$ cat src/rtl/fp_int_mac_seq_pkg.sv
// ---------------------------------------------------------------------------
// fp_int_mac_seq_pkg
// Shared definitions for the FP16 x INT bit-serial MAC sequencer:
//   - sequencer state encoding
//   - default widths (activation, max weight precision, vector length)
//   - precision legality check used when a vector is configured
// ---------------------------------------------------------------------------
package fp_int_mac_seq_pkg;

   typedef enum logic [1:0] {
      ST_IDLE  = 2'd0,
      ST_RUN   = 2'd1,
      ST_DRAIN = 2'd2
   } state_t;

   localparam int DEF_ACT_WIDTH = 16;
   localparam int DEF_MAX_PREC  = 8;
   localparam int DEF_LEN_W     = 10;

   // A precision is usable when it selects at least one bit and no more
   // bits than the weight port carries.
   function automatic logic prec_legal(input logic [3:0] prec, input int max_prec);
      return (prec != 4'd0) && (int'(prec) <= max_prec);
   endfunction

endpackage

$ cat src/rtl/fp_int_mac_seq_wbit_serializer.sv
// ---------------------------------------------------------------------------
// fp_int_mac_seq_wbit_serializer
// One-entry operand register that holds an activation and shifts its weight
// out one bit per cycle, MSB (sign) first.
// Ports:
//   clk, rst      clock, asynchronous active-low reset
//   i_load        load a new operand (activation + weight) this cycle
//   i_act         activation to hold for the serial group
//   i_w           weight, right-aligned two's complement in i_prec bits
//   i_prec        weight precision (stable for the whole vector)
//   o_op_v        operand register holds a valid operand (bit is valid)
//   o_bit         current serial weight bit
//   o_last        current bit is the last one of the group
//   o_act         held activation
// ---------------------------------------------------------------------------
module fp_int_mac_seq_wbit_serializer #(
   parameter int ACT_WIDTH = 16,
   parameter int MAX_PREC  = 8
) (
   input  logic                 clk,
   input  logic                 rst,
   input  logic                 i_load,
   input  logic [ACT_WIDTH-1:0] i_act,
   input  logic [MAX_PREC-1:0]  i_w,
   input  logic [3:0]           i_prec,
   output logic                 o_op_v,
   output logic                 o_bit,
   output logic                 o_last,
   output logic [ACT_WIDTH-1:0] o_act
);

   localparam logic [3:0] MP = 4'(MAX_PREC);

   logic [MAX_PREC-1:0]  r_sh;
   logic [3:0]           r_bit_cnt;
   logic                 r_op_v;
   logic [ACT_WIDTH-1:0] r_act;

   logic [3:0]           w_shamt;
   logic [MAX_PREC-1:0]  w_aligned;
   logic                 w_last;

   // Left-justify the weight so bit prec-1 sits in the MSB; any sign
   // extension above the precision falls off the top.
   assign w_shamt   = MP - i_prec;
   assign w_aligned = i_w << w_shamt;
   assign w_last    = r_op_v && (r_bit_cnt == (i_prec - 4'd1));

   always_ff @(posedge clk or negedge rst) begin
      if (!rst) begin
         r_sh      <= '0;
         r_bit_cnt <= '0;
         r_op_v    <= 1'b0;
         r_act     <= '0;
      end else if (i_load) begin
         r_sh      <= w_aligned;
         r_bit_cnt <= '0;
         r_op_v    <= 1'b1;
         r_act     <= i_act;
      end else if (r_op_v) begin
         // Zeros shift in behind the weight, so the bit output idles at 0.
         r_sh <= r_sh << 1;
         if (w_last) begin
            r_op_v    <= 1'b0;
            r_bit_cnt <= '0;
         end else begin
            r_bit_cnt <= r_bit_cnt + 4'd1;
         end
      end
   end

   assign o_op_v = r_op_v;
   assign o_bit  = r_sh[MAX_PREC-1];
   assign o_last = w_last;
   assign o_act  = r_act;

endmodule

$ cat src/rtl/fp_int_mac_seq.sv
// ---------------------------------------------------------------------------
// fp_int_mac_seq
// Sequencer feeding the bit-serial fp_int_mul datapath. Accepts
// (FP16 activation, INT weight) pairs, streams each weight MSB first while
// holding the activation, counts returned products and flags completion.
// Ports:
//   clk, rst            clock, asynchronous active-low reset
//   cfg_valid           start-vector strobe (sampled only when idle)
//   cfg_precision       weight bits per operand, 1..MAX_PREC
//   cfg_len             operand pairs in the vector
//   cfg_err             pulse on a start strobe with illegal precision
//   in_valid/in_ready   operand handshake
//   in_act, in_w        activation and right-aligned weight
//   mul_act/mul_w/mul_valid/mul_precision   serial stream to fp_int_mul
//   mul_start_acc       product-ready pulse from fp_int_mul
//   acc_clear           pulse at vector start
//   busy                high while a vector is in progress
//   done                pulse when all products have returned
// ---------------------------------------------------------------------------
module fp_int_mac_seq
   import fp_int_mac_seq_pkg::*;
#(
   parameter int ACT_WIDTH = DEF_ACT_WIDTH,
   parameter int MAX_PREC  = DEF_MAX_PREC,
   parameter int LEN_W     = DEF_LEN_W
) (
   input  logic                 clk,
   input  logic                 rst,
   input  logic                 cfg_valid,
   input  logic [3:0]           cfg_precision,
   input  logic [LEN_W-1:0]     cfg_len,
   output logic                 cfg_err,
   input  logic                 in_valid,
   output logic                 in_ready,
   input  logic [ACT_WIDTH-1:0] in_act,
   input  logic [MAX_PREC-1:0]  in_w,
   output logic [ACT_WIDTH-1:0] mul_act,
   output logic                 mul_w,
   output logic                 mul_valid,
   output logic [3:0]           mul_precision,
   input  logic                 mul_start_acc,
   output logic                 acc_clear,
   output logic                 busy,
   output logic                 done
);

   state_t           r_state;
   logic [3:0]       r_prec;
   logic [LEN_W-1:0] r_len;
   logic [LEN_W-1:0] r_accepted;
   logic [LEN_W-1:0] r_returned;
   logic             r_acc_clear;
   logic             r_done;
   logic             r_cfg_err;

   logic             w_in_ready;
   logic             w_accept;
   logic             w_op_v;
   logic             w_last;
   logic             w_ret_inc;

   // A new operand may load while the current one emits its last bit,
   // which keeps the serial stream free of bubbles.
   assign w_in_ready = (r_state == ST_RUN) && (r_accepted < r_len) &&
                       (!w_op_v || w_last);
   assign w_accept   = in_valid && w_in_ready;
   // Surplus product pulses beyond the vector length are dropped.
   assign w_ret_inc  = mul_start_acc && (r_returned < r_len);

   fp_int_mac_seq_wbit_serializer #(
      .ACT_WIDTH (ACT_WIDTH),
      .MAX_PREC  (MAX_PREC)
   ) u_ser (
      .clk    (clk),
      .rst    (rst),
      .i_load (w_accept),
      .i_act  (in_act),
      .i_w    (in_w),
      .i_prec (r_prec),
      .o_op_v (w_op_v),
      .o_bit  (mul_w),
      .o_last (w_last),
      .o_act  (mul_act)
   );

   always_ff @(posedge clk or negedge rst) begin
      if (!rst) begin
         r_state     <= ST_IDLE;
         r_prec      <= '0;
         r_len       <= '0;
         r_accepted  <= '0;
         r_returned  <= '0;
         r_acc_clear <= 1'b0;
         r_done      <= 1'b0;
         r_cfg_err   <= 1'b0;
      end else begin
         r_acc_clear <= 1'b0;
         r_done      <= 1'b0;
         r_cfg_err   <= 1'b0;
         case (r_state)
            ST_IDLE: begin
               if (cfg_valid) begin
                  if (prec_legal(cfg_precision, MAX_PREC)) begin
                     r_prec     <= cfg_precision;
                     r_len      <= cfg_len;
                     r_accepted <= '0;
                     r_returned <= '0;
                     // An empty vector completes at once without clearing
                     // the accumulator.
                     if (cfg_len == '0) begin
                        r_done <= 1'b1;
                     end else begin
                        r_acc_clear <= 1'b1;
                        r_state     <= ST_RUN;
                     end
                  end else begin
                     r_cfg_err <= 1'b1;
                  end
               end
            end
            ST_RUN: begin
               if (w_accept)  r_accepted <= r_accepted + LEN_W'(1);
               if (w_ret_inc) r_returned <= r_returned + LEN_W'(1);
               if ((r_accepted == r_len) && (!w_op_v || w_last))
                  r_state <= ST_DRAIN;
            end
            ST_DRAIN: begin
               if (w_ret_inc) r_returned <= r_returned + LEN_W'(1);
               if (r_returned == r_len) begin
                  r_done  <= 1'b1;
                  r_state <= ST_IDLE;
               end
            end
            default: r_state <= ST_IDLE;
         endcase
      end
   end

   assign in_ready      = w_in_ready;
   assign mul_valid     = w_op_v;
   assign mul_precision = r_prec;
   assign acc_clear     = r_acc_clear;
   assign busy          = (r_state != ST_IDLE);
   assign done          = r_done;
   assign cfg_err       = r_cfg_err;

endmodule

$ cat config.mk
export PLATFORM = sky130hd
export DESIGN_NAME = fp_int_mac_seq
export DESIGN_NICKNAME = d
export VERILOG_FILES = /design/src/rtl/fp_int_mac_seq_pkg.sv /design/src/rtl/fp_int_mac_seq_wbit_serializer.sv /design/src/rtl/fp_int_mac_seq.sv
export SDC_FILE = /design/constraint.sdc
export NUM_CORES = 1
export LEC_CHECK = 0
export ABC_AREA = 1
export BUFFER_PORTS_ARGS = -buffer_cell sky130_fd_sc_hd__buf_2
export CAP_MARGIN = 20
export CORE_MARGIN = 4
export CORE_UTILIZATION = 51
export DETAILED_ROUTE_END_ITERATION = 10
export PLACE_DENSITY_LB_ADDON = 0.2
export SLEW_MARGIN = 10
export SYNTH_ARGS = -nofsm -noshare
export SYNTH_HDL_FRONTEND = slang
export SYNTH_HIERARCHICAL = 1
export SYNTH_SLANG_ARGS = --single-unit
$ cat constraint.sdc
create_clock -name clk -period 2.8 [get_ports clk]
set_input_delay 0.28 -clock clk [delete_from_list [all_inputs] [get_ports clk]]
set_output_delay 0.28 -clock clk [all_outputs]
set_load 0.01 [all_outputs]
## Yosys cells after proc, flatten, opt, wreduce, memory -nomap -nowiden

Index checks and enable logic that the tools add are counted.
Widths: inputs -> output; s select.

- Flip-flop bits (word level): 68
- Input port bits: 43
- Logic and storage cells: 86

- Add/subtract/negate cells: 5
- Magnitude comparators: 3
- Eq/ne operators: 12
- Shift operators: 1
- Muxes and demuxes: 32
- Reduce and logical (&&, ||, !) cells: 21

Operators by type and width:

| kind | count |
|---|---|
| $mux 10 | 4 |
| $pmux 10 s2 | 2 |
| $add 10x1->10 const B | 2 |
| $eq 10x10->1 | 2 |
| $lt 10x10->1 | 2 |
| $mux 8 | 2 |
| $mux 1 | 14 |
| $mux 4 | 3 |
| $logic_not 10->1 | 1 |
| $mux 2 | 5 |
| $ne 2x2->1 const B | 4 |
| $reduce_and 4->1 | 2 |
| $reduce_bool 2->1 | 4 |
| $shl 8x4->8 | 1 |
| $logic_and 1x1->1 | 7 |
| $ne 2x1->1 const B | 3 |
| $pmux 2 s3 | 1 |
| $reduce_and 5->1 | 1 |
| $add 4x1->4 const B | 1 |
| $eq 4x4->1 | 1 |
| $le 4x4->1 const B | 1 |
| $reduce_bool 4->1 | 1 |
| $sub 4x1->4 const B | 1 |
| $sub 4x4->4 const A | 1 |
| other kinds (8) | 8 |

## Logic depth before layout (Yosys ltp)

Gate-level depths: netlist of run 1.

- Depth after elaboration: 8
- Mapped depth: 24
- Gate-level depth less buffers: 22

## By module

The synthesis of run 1 kept the hierarchy.

Modules (own cells, without submodules):

| module | instances | cells an instance | area each (µm²) | sequential area each (µm²) |
|---|---|---|---|---|
| fp_int_mac_seq | 1 | 339 | 2,549.9 | 975.9 |
| fp_int_mac_seq_wbit_serializer | 1 | 229 | 1,600.3 | 725.7 |

## Worst setup path before layout of run 1

Ideal clock, no wire load.

- Path kind: flip-flop to flip-flop
- From: reg r_prec[0] (netlist: mul_precision[0])
- To: reg u_ser.r_sh[1]
- Setup time: 0.066 ns
- Arrival time: 2.707 ns
- Data required time: 2.734 ns
- Path slack: 0.028 ns
- Cell stages (with the launch flop): 23
- Path buffers: 3
- Cell sequence: dfrtp_1 > buf_6 > inv_2 > buf_6 > ha_1 > buf_2 > xor2_1 > nand2_1 > nor2_1 > nand2_1 > nor2_1 > inv_1 > nand2_1 > nand2_1 > a21oi_2 > nand3_2 > inv_1 > clkinv_1 > a21oi_2 > nand3_1 > nand2_1 > nand2_1 > nand2_1

- Word-level cells in the longest chain between the ends: 7
- Elaborated cells on any way between the ends: 10
- Those cells by class: 2 x add/sub; 1 x eq/ne; 1 x shift; 1 x mux; 5 x reduce/logical

RTL lines:

| item | line | text |
|---|---|---|
| from (decl) | fp_int_mac_seq.sv:48 | `logic [3:0] r_prec;` |
| from (signal assigned) | fp_int_mac_seq.sv:104 | `r_prec <= cfg_precision;` |
| $sub 4x1->4 (*) | fp_int_mac_seq_wbit_serializer.sv:47 | `assign w_last = r_op_v && (r_bit_cnt == (i_prec - 4'd1));` |
| $eq 4x4->1 (*) | fp_int_mac_seq_wbit_serializer.sv:47 |  |
| $logic_and 1x1->1 (*) | fp_int_mac_seq_wbit_serializer.sv:47 |  |
| via w_last | fp_int_mac_seq.sv:59 | `logic w_last;` |
| $logic_or 1x1->1 (*) | fp_int_mac_seq.sv:65 | `(!w_op_v \|\| w_last);` |
| $logic_and 1x1->1 (*) | fp_int_mac_seq.sv:64 | `assign w_in_ready = (r_state == ST_RUN) && (r_accepted < r_len) &&` |
| $logic_and 1x1->1 (*) | fp_int_mac_seq.sv:66 | `assign w_accept = in_valid && w_in_ready;` |
| via w_accept | fp_int_mac_seq.sv:57 | `logic w_accept;` |
| $mux 8 or $reduce_bool 2->1 (tied branches) | n/a |  |
| to (signal assigned) | fp_int_mac_seq_wbit_serializer.sv:56 | `r_sh <= w_aligned;` |
| to (signal assigned) | fp_int_mac_seq_wbit_serializer.sv:62 | `r_sh <= r_sh << 1;` |
| to (decl) | fp_int_mac_seq_wbit_serializer.sv:34 | `logic [MAX_PREC-1:0] r_sh;` |

Mark *: on every way through the listed nets, which the timed path passes. The rest lies on a longest branch.
A chain may end at the register's enable or synchronous reset.

## Worst setup path in the final report of run 1

- From: reg r_prec[1] (netlist: mul_precision[1])
- To: reg u_ser.r_sh[2]

Same word-level chain as after synthesis.

==> impl_metrics.tcl, run 1 <==
set metrics [dict create \
    tightest_slew_ns 0.542 \
    crit_top_cell "nand2_1" \
    worstSetupPathType "flip-flop to flip-flop" \
    fin_ws_ns 0.273 \
    slowest_delay_ns 0.38 \
    via_count 3760 \
    antenna_left 0 \
    p_leak_nw 2.74 \
    clock_sinks 68 \
    power.density_nw_per_um2 989 \
    multiInputGateArea_um2 2140 \
    dp_hpwl_mm 7.16 \
    grt_max_degree 44 \
    fin_worst_skew_ns 0.0146 \
    cts_tree "done" \
    critPathMaxFanout 21 \
    root_buffer "clkbuf_8" \
    drive_above_1_share_pct 17.4 \
    ys_warn_count 6 \
    final_common_cell "nand2_1" \
    synthCells 568 \
    critPathLaunchType "flip-flop" \
    place_congestion 0.845 \
    worstSkewPairLatency_ns 0.36 \
    cp_data_required_time_ns 3.05 \
    power.ir.vdd_worst_mv 0.445 \
    io_buffers 69 \
    synth.area.top_cells "dfrtp_1 41%, nand2_1 21%, ha_1 8.4%" \
    clk_pin_slew_ns 0.09 \
    antenna_cells 0 \
    synth_cell_types 33 \
    pre_cts_ws_ns 0.0835 \
    relSlewSlack_pct 63.9 \
    dieArea_um2 9650 \
    hp-class "input port to flip-flop" \
    slowest_stage "dfrtp_1" \
    drc_errors 0 \
    grt_use_total_pct 20.8 \
    setup_viol 0 \
    grt_pass1_vias 3667 \
    fmax_mhz 396 \
    status "completed" \
    chipHeight_um 98.2 \
    area_delta_synth_final_pct 16.8 \
    finalHoldViolCount 0 \
    ys_ff_latch 68 \
    fin_crit_sh_pct 90.3 \
    ys_seq_area_share_pct 41.0 \
    hold_ws_ns 0.112 \
    grt_pass1_wl_mm 16.6 \
    maxCapViolCount 0 \
    htree_levels 3 \
    crit_path_cell_trace "inv_1, ha_1, xor2_1, nand2_1, nor2_1, nand2_1, nor2_1, inv_1, nand2_1, nand2_1, a21oi_2, nand3_2, inv_2, clkinvlp_4, buf_6, nand2_1, nand2_1, nand2_1, nand2_1" \
    seqCellArea_um2 1700 \
    wl_per_cell_um 12.5 \
    rows 32 \
    mostFrequentLayoutCells "231 x nand2_1, 69 x buf_2, 68 x dfrtp_1" \
    final_max_slew_viol_count 0 \
    nets 717 \
    drt_wl_total_mm 9.43 \
    clockBufferDepth 2 \
    ioPinCount 70 \
    period_minus_slack_ns 2.53 \
    numCtsBuffers 9 \
    avgSynthCellArea_um2 7.31 \
    arrival_ns 2.77 \
    antenna_found_initial 0 \
    first_pass_iters 4 \
    yosysTopAreaCell "dfrtp_1" \
    nFillCells 742 \
    yosys.area.top_type_share_pct 41.0 \
    drt_iter0_drc 165 \
    grt-ovfl-total 0 \
    fp.dieW_um 98.2 \
    synth_area_um2 4150 \
    start_util_pct 53.2 \
    syn_nets 639 \
    worst_setup_path_end_kind "flip-flop" \
    viasPerCell 4.99 \
    fp.coreArea_um2 7810 \
]
==> final cells by class <==
class | count | area share (%)
clock buffers | 9 | 2.55
clock inverters | 7 | 1.65
inverters | 59 | 4.65
multi-input cells | 426 | 44.2
flip-flops and latches | 68 | 35.1
well taps | 102 | 2.63
repair buffers | 82 | 9.26
==> cells by family (layout without fill, tap and decap cells) <==
logic type / count (synthesis) / count (layout) / share of synthesized area [%]
AO/OA/AOI/OAI: 47 / 47 / 6.06
adder cells (fa/ha/maj): 28 / 28 / 8.44
AND/OR/NAND/NOR: 335 / 335 / 33.3
buffers and inverters: 74 / 157 / 7.66
flip-flops: 68 / 68 / 41.0
XOR/XNOR: 16 / 16 / 3.56
==> final timing paths <==
| path | start | end | slack [ns] | depth (start not counted) |
|---|---|---|---|---|
| setup / recovery | mul_precision[1] | u_ser/r_sh[2] | 0.27 | 19 |
| hold / removal | in_act[5] | u_ser/o_act[5] | 0.11 | 3 |
| setup reg to reg | mul_precision[1] | u_ser/r_sh[2] | 0.27 | 19 |
| hold reg to reg | u_ser/o_act[8] | u_ser/o_act[8] | 0.47 | 2 |
| max in group asynchronous | rst | r_accepted[3] | 1.88 | 3 |
| min in group asynchronous | rst | u_ser/o_act[0] | 0.45 | 3 |
==> Yosys cell counts (all sizes together) <==
cell	count
o22ai	1
nor2	37
nand3	45
nor3	5
inv	58
clkinv	1
o21ai	30
o211ai	1
nand3b	1
dfrtp	68
buf	9
clkbuf	6
nor3b	2
xor2	13
a21o	2
nand4	9
or3	1
xnor2	3
ha	28
a21oi	13
and3	1
nand2	234
==> routing by layer <==
| metal | vias up | share of wire [%] | global-route usage (%) |
|---|---|---|---|
| li1 | 1950 | - | - |
| met1 | 1727 | 44 | 25.8 |
| met2 | 66 | 49 | 35.7 |
| met3 | 17 | 4.6 | 4.36 |
| met4 | 0 | 2.0 | 7.77 |
| met5 | - | 0 | 0 |
==> registers in the layout (all words and copies together), names as in the netlist <==
register and flops:
r_state 2, done 1, acc_clear 1, r_len 10
u_ser/o_act 16, u_ser/r_sh 8, cfg_err 1, mul_precision 4
u_ser/o_op_v 1, r_accepted 10, r_returned 10, u_ser/r_bit_cnt 4
==> report_power, final <==
part	switching (mW)	internal [mW]
registers	0.245	1.31
clock network	0.431	0.424
logic	1.54	0.845
==> worst max-delay path: cells and delay by family (launching register included) <==
| family | cells | cell delay, ns |
|---|---|---|
| compound gates | 1 | 0.13 |
| xor+xnor | 1 | 0.16 |
| fa+ha+maj | 1 | 0.30 |
| buf+inv | 5 | 0.60 |
| flops | 1 | 0.38 |
| simple gates | 11 | 0.85 |
==> metrics by stage <==
stage / setup TNS [ns] / total power [mW] / instances / instance area, µm² / util (%)
finish: 0 / 4.80 / 753 / 4850 / 62.1
global route: -0.00827 / 5.30 / 753 / 4850 / 62.1
CTS: 0 / 4.81 / 751 / 4820 / 61.7
detailed placement: 0 / 3.94 / 734 / 4600 / 58.9
global placement: 0 / 3.88 / 734 / 4600 / 58.9
floorplan: 0 / 3.28 / 568 / 4150 / -
==> timing repair <==
action                     in CTS  in global routing
hold endpoints to repair       25                  0
buffers inserted                0                  2
resized for setup               0                  5
hold buffers                    1                  0
setup endpoints to repair       0                 23
(Power assumes the default switching activity.)
==> run 2: changes to the inputs <==
==> constraint.sdc (replaced) <==
create_clock -name clk -period 2.8 [get_ports clk]
set_input_delay 0.28 -clock clk [delete_from_list [all_inputs] [get_ports clk]]
set_output_delay 0.28 -clock clk [all_outputs]
set_load 0.1 [all_outputs]
==> run 2 against run 1 <==
Against the previous run:
- clock power shrank 0.9%
- register-to-register slack gained 0.02 ns
- first-iteration DRC count grew 1.8%
- total power grew 25%
- critical path type is now flip-flop to output port
- largest cell class unchanged
==> impl_metrics.tcl, run 2 (synthesized netlist as in run 1, its figures left out) <==
set metrics [dict create \
    status "completed" \
    setup_viol 0 \
    grt_util_met3_pct 5.14 \
    drt_wl_total_mm 9.28 \
    fmax_mhz 385 \
    p_leak_nw 2.72 \
    via_count 3736 \
    cp_data_required_time_ns 2.52 \
    finalHoldViolCount 0 \
    setup_tns_ns 0 \
    fp.coreArea_um2 7810 \
    largest_reg_flops 16 \
    period_minus_slack_ns 2.60 \
    arrival_ns 2.32 \
    mostFrequentLayoutCells "228 x nand2_1, 68 x buf_2, 66 x dfrtp_1" \
    root_buffer "clkbuf_8" \
    use_met2_pct 34.6 \
    dp_hpwl_mm 7.02 \
    hp-class "input port to flip-flop" \
    grt_max_degree 31 \
    rsz0062_at_grt "false" \
    power.ir.vdd_worst_mv 0.566 \
    finalPower_mw 5.98 \
    htree_levels 3 \
    grt_pass1_vias 3568 \
    antenna_found_initial 0 \
    power.density_nw_per_um2 1230 \
    finalNonFillerCells 748 \
    design_area_um2 4860 \
    critPathMaxFanout 10 \
    worstSetupPathType "flip-flop to output port" \
    worstSkewPairLatency_ns 0.35 \
    grt_busiest_layer "met2" \
    drt_iter0_drc 168 \
    rows 32 \
    cts_tree "done" \
    viasPerCell 4.99 \
    fin_crit_sh_pct 92.7 \
    fp.dieW_um 98.2 \
    clk_pin_slew_ns 0.09 \
    place_congestion 0.831 \
    grt_pass1_wl_mm 16.2 \
    fin_worst_skew_ns 0.00918 \
    first_pass_iters 5 \
    grt-ovfl-total 0 \
    final_max_slew_viol_count 0 \
    tightest_slew_ns 0.671 \
    io_buffers 69 \
    start_util_pct 53.2 \
    dpl-instance-area_um2 4630 \
    drive_above_1_share_pct 18.0 \
    area_delta_synth_final_pct 17.2 \
    grt_use_total_pct 20.3 \
    final_common_cell "nand2_1" \
    cts.repair_timing.setup_buffer_count 0 \
    maxCapViolCount 0 \
    place_inst 731 \
    worst_setup_path_end_kind "output port" \
    nets 712 \
    dieArea_um2 9650 \
    drc_errors 0 \
    ioPinCount 70 \
    clock_sinks 68 \
    numCtsBuffers 9 \
    met1_usage_pct 25.3 \
    chipHeight_um 98.2 \
    wl_per_cell_um 12.4 \
    antenna_left 0 \
    antenna_cells 0 \
    relSlewSlack_pct 55.3 \
    clockBufferDepth 2 \
    critPathLaunchType "flip-flop" \
]
==> run 2: cell count changes in the layout (fill, tap and decap cells not counted), sizes merged <==
cell	before	now
buf	81	76
==> run 2: final timing paths <==
path	to	from	slack, ns	depth (start not counted)
setup / recovery	in_ready	mul_precision[0]	0.20	14
hold / removal	u_ser/o_act[7]	in_act[7]	0.12	3
setup reg to reg	u_ser/r_sh[1]	mul_precision[0]	0.29	19
hold reg to reg	u_ser/o_act[1]	u_ser/o_act[1]	0.47	2
max in group asynchronous	r_len[3]	rst	1.57	3
min in group asynchronous	u_ser/o_act[15]	rst	0.50	2
==> run 2: report_power, final <==
group / total [mW] / switching, mW / leakage (nW) / internal [mW]
clock: 0.847 / 0.420 / 0.0988 / 0.427
combinational: 3.57 / 2.70 / 1.73 / 0.866
sequential: 1.56 / 0.249 / 0.884 / 1.31
==> run 2: timing repair <==
item,in CTS,in global routing
setup endpoints to repair,0,8
hold buffers,1,0
resized for setup,0,7
hold endpoints to repair,28,0
==> run 2: critical path, cell delays in order (launching register included) <==
cell and delay (ns):
dfrtp_4 0.48, inv_2 0.08, ha_4 0.23, xor2_1 0.17, nand2_1 0.07, nor2_1 0.09
nand2_1 0.08, nor2_1 0.09, inv_1 0.04, nand2_1 0.09, nand2_2 0.07, a21oi_4 0.13
nand2_2 0.09, clkinvlp_4 0.09, buf_12 0.16
==> run 2: through the flow <==
step | util [%] | hold slack, ns | setup WS [ns]
floorplan | - | -0.0156 | 0.0263
global placement | 59.3 | 0.357 | 0.263
detailed placement | 59.3 | 0.365 | 0.170
CTS | 62.1 | 0.107 | 0.100
global route | 62.3 | 0.121 | 0.0332
finish | 62.3 | 0.124 | 0.205
==> run 2: layer usage <==
metal / part of all wire (%) / wire length [µm] / vias up
met3: 5.2 / 480 / 15
met1: 43 / 4040 / 1693
met5: 0 / 0 / -
li1: - / - / 1944
met4: 2.0 / 189 / 0
met2: 49 / 4580 / 84
==> run 2: final cells by class <==
cell class	count	area [µm²]
fill	721	2940
multi-input combinational	426	2170
sequential	68	1710
timing repair buffer	77	423
inverter	59	233
tap	102	128
clock buffer	9	124
clock inverter	7	82.6
==> run 3: changes to the inputs <==
- CORE_UTILIZATION: 51 -> 57
- TNS_END_PERCENT: not set -> 30
- clock period: 2.8 -> 2.6 ns (I/O delays scaled with it)
==> run 3 against run 2 <==
Against the previous run:
- sequential share of layout area down 0.76 points
- highest routed layer unchanged
- critical endpoint unchanged
- largest cell class unchanged
- via count up 2.5%
- combinational power up 11%
==> impl_metrics.tcl, run 3 (synthesized netlist as in run 1, its figures left out) <==
set metrics [dict create \
    drive_above_1_share_pct 19.1 \
    critPathLaunchType "flip-flop" \
    power.density_nw_per_um2 1350 \
    grt_pass1_wl_mm 15.9 \
    chipHeight_um 93.3 \
    viasPerCell 5.11 \
    cts_tree "done" \
    p_comb_share_pct 58.8 \
    antenna_cells 0 \
    grt-ovfl-total 0 \
    drt_iter0_drc 165 \
    place_congestion 0.879 \
    final_max_slew_viol_count 0 \
    cp_data_required_time_ns 2.34 \
    rsz0062_at_grt "true" \
    dp_hpwl_mm 7.06 \
    p_leak_nw 2.78 \
    p_clk_share_pct 16.1 \
    nFillCells 571 \
    wl_per_cell_um 12.4 \
    root_buffer "clkbuf_8" \
    start_util_pct 59.8 \
    ioPinCount 70 \
    worst_setup_path_end_kind "output port" \
    setup_viol 0 \
    slowest_stage "dfrtp_4" \
    tightest_slew_ns 0.491 \
    maxCapViolCount 0 \
    finalPower_mw 6.71 \
    pwr-share-seq_pct 25.1 \
    status "completed" \
    via_count 3830 \
    antenna_left 0 \
    worstSkewPairLatency_ns 0.35 \
    critPathMaxFanout 2 \
    nets 720 \
    worstSetupPathType "flip-flop to output port" \
    slowest_delay_ns 0.49 \
    antenna_found_initial 0 \
    swShare_pct 54.3 \
    clockBufferDepth 2 \
    first_pass_iters 4 \
    grt_use_total_pct 22.9 \
    clk_pin_slew_ns 0.08 \
    htree_levels 3 \
    io_buffers 69 \
    switching_power_mw 3.64 \
    rr_worst_depth 19 \
    grt_max_degree 35 \
    grt_pass1_vias 3664 \
    fin_worst_skew_ns 0.00975 \
    hold_depth 3 \
    clock_sinks 68 \
    final_common_cell "nand2_1" \
    internal-power_mw 3.07 \
    area_delta_synth_final_pct 19.8 \
    mostFrequentLayoutCells "227 x nand2_1, 68 x buf_2, 66 x dfrtp_1" \
    period_minus_slack_ns 2.49 \
    arrival_ns 2.23 \
    fmax_mhz 401 \
    dieArea_um2 8710 \
    fin_crit_sh_pct 96.0 \
    crit_path_cell_trace "inv_4, ha_4, xor2_1, nand2_1, nor2_1, nand2_1, nor2_1, inv_1, nand2_2, nand2_2, a21oi_4, nand2_2, clkinvlp_4, buf_12" \
    fin_util_pct 71.6 \
    largest_reg_flops 16 \
    fp.dieW_um 93.3 \
    numCtsBuffers 9 \
    rows 30 \
    hp-class "input port to flip-flop" \
    drt_wl_total_mm 9.31 \
    drc_errors 0 \
    fp.coreArea_um2 6940 \
    finalHoldViolCount 0 \
    crit_top_cell "nand2_2" \
    power.ir.vdd_worst_mv 0.831 \
    relSlewSlack_pct 67.5 \
]
==> run 3: cell count changes in the layout (fill, tap and decap cells not counted), moves of 2 or more <==
cell	before	now
buf_4	7	13
clkinv_4	0	5
inv_6	3	0
buf_6	0	2
bufinv_16	1	3
clkinvlp_4	3	1
inv_2	5	3
inv_4	0	2
inv_8	2	0
==> run 3: per-stage QoR <==
step	worst slack [ns]	std cells	instance area [µm²]	setup TNS, ns	hold WS [ns]
3_3_place_gp	0.206	728	4650	0	0.0644
5_1_grt	-0.0716	750	4970	-0.0804	0.107
3_5_place_dp	0.130	728	4650	0	0.0676
4_1_cts	0.0171	745	4910	0	0.0976
2_1_floorplan	-0.167	568	4210	-3.38	-0.0356
6_report	0.105	750	4970	0	0.110
==> run 3: power groups by stage <==
| stage | combinational [mW] | sequential (mW) | clock [mW] |
|---|---|---|---|
| 5_1_grt | 4.35 | 1.73 | 1.14 |
| 4_1_cts | 3.88 | 1.68 | 1.09 |
| 6_report | 3.95 | 1.68 | 1.08 |
| 3_3_place_gp | 3.77 | 1.68 | 0 |
| 2_1_floorplan | 2.01 | 2.81 | 0 |
| 3_5_place_dp | 3.85 | 1.69 | 0 |
==> run 3: critical path, delay by kind of cell, from the launching register on <==
kind / cells / cell delay (ns)
DFF: 1 / 0.49
and+or+nand+nor: 7 / 0.57
xor gates and xnor gates: 1 / 0.13
adders and majority gates: 1 / 0.19
AOI/OAI and AO/OA: 1 / 0.14
buffers and inverters: 4 / 0.37
==> run 3: per-layer routing <==
| metal | wire (µm) | vias up | track usage [%] |
|---|---|---|---|
| met5 | 0 | - | 0 |
| met4 | 166 | 0 | 10.0 |
| met3 | 361 | 14 | 3.86 |
| met2 | 4810 | 77 | 39.9 |
| met1 | 3970 | 1783 | 27.7 |
| li1 | - | 1956 | - |
==> run 3: cell type report <==
cell class                      instances  area (µm²)  share of cell area [%]
Multi-Input combinational cell        426        2170                    43.7
Sequential cell                        68        1710                    34.3
Timing Repair Buffer                   85         490                    9.86
Inverter                               59         235                    4.73
Clock inverter                          7         125                    2.52
Clock buffer                            9         124                    2.49
Tap cell                               96         120                    2.42
==> run 3: path summary, 6_finish.rpt <==
check | startpoint | slack [ns] | endpoint
setup reg to reg | mul_precision[0] | 0.22 | u_ser/r_sh[1]
max in group asynchronous | rst | 1.71 | mul_precision[0]
hold reg to reg | u_ser/o_act[15] | 0.47 | u_ser/o_act[15]
setup / recovery | mul_precision[0] | 0.11 | in_ready
min in group asynchronous | rst | 0.24 | mul_precision[2]
hold / removal | in_act[9] | 0.11 | u_ser/o_act[9]
==> run 3: timing repair <==
| item | 4_1_cts | 5_1_grt |
|---|---|---|
| buffers inserted | 0 | 5 |
| pin swaps | 0 | 7 |
| hold buffers | 1 | 0 |
| endpoints found under the setup margin | 1 | 28 |
| gates resized for setup | 1 | 9 |
| hold endpoints to repair | 2 | 0 |
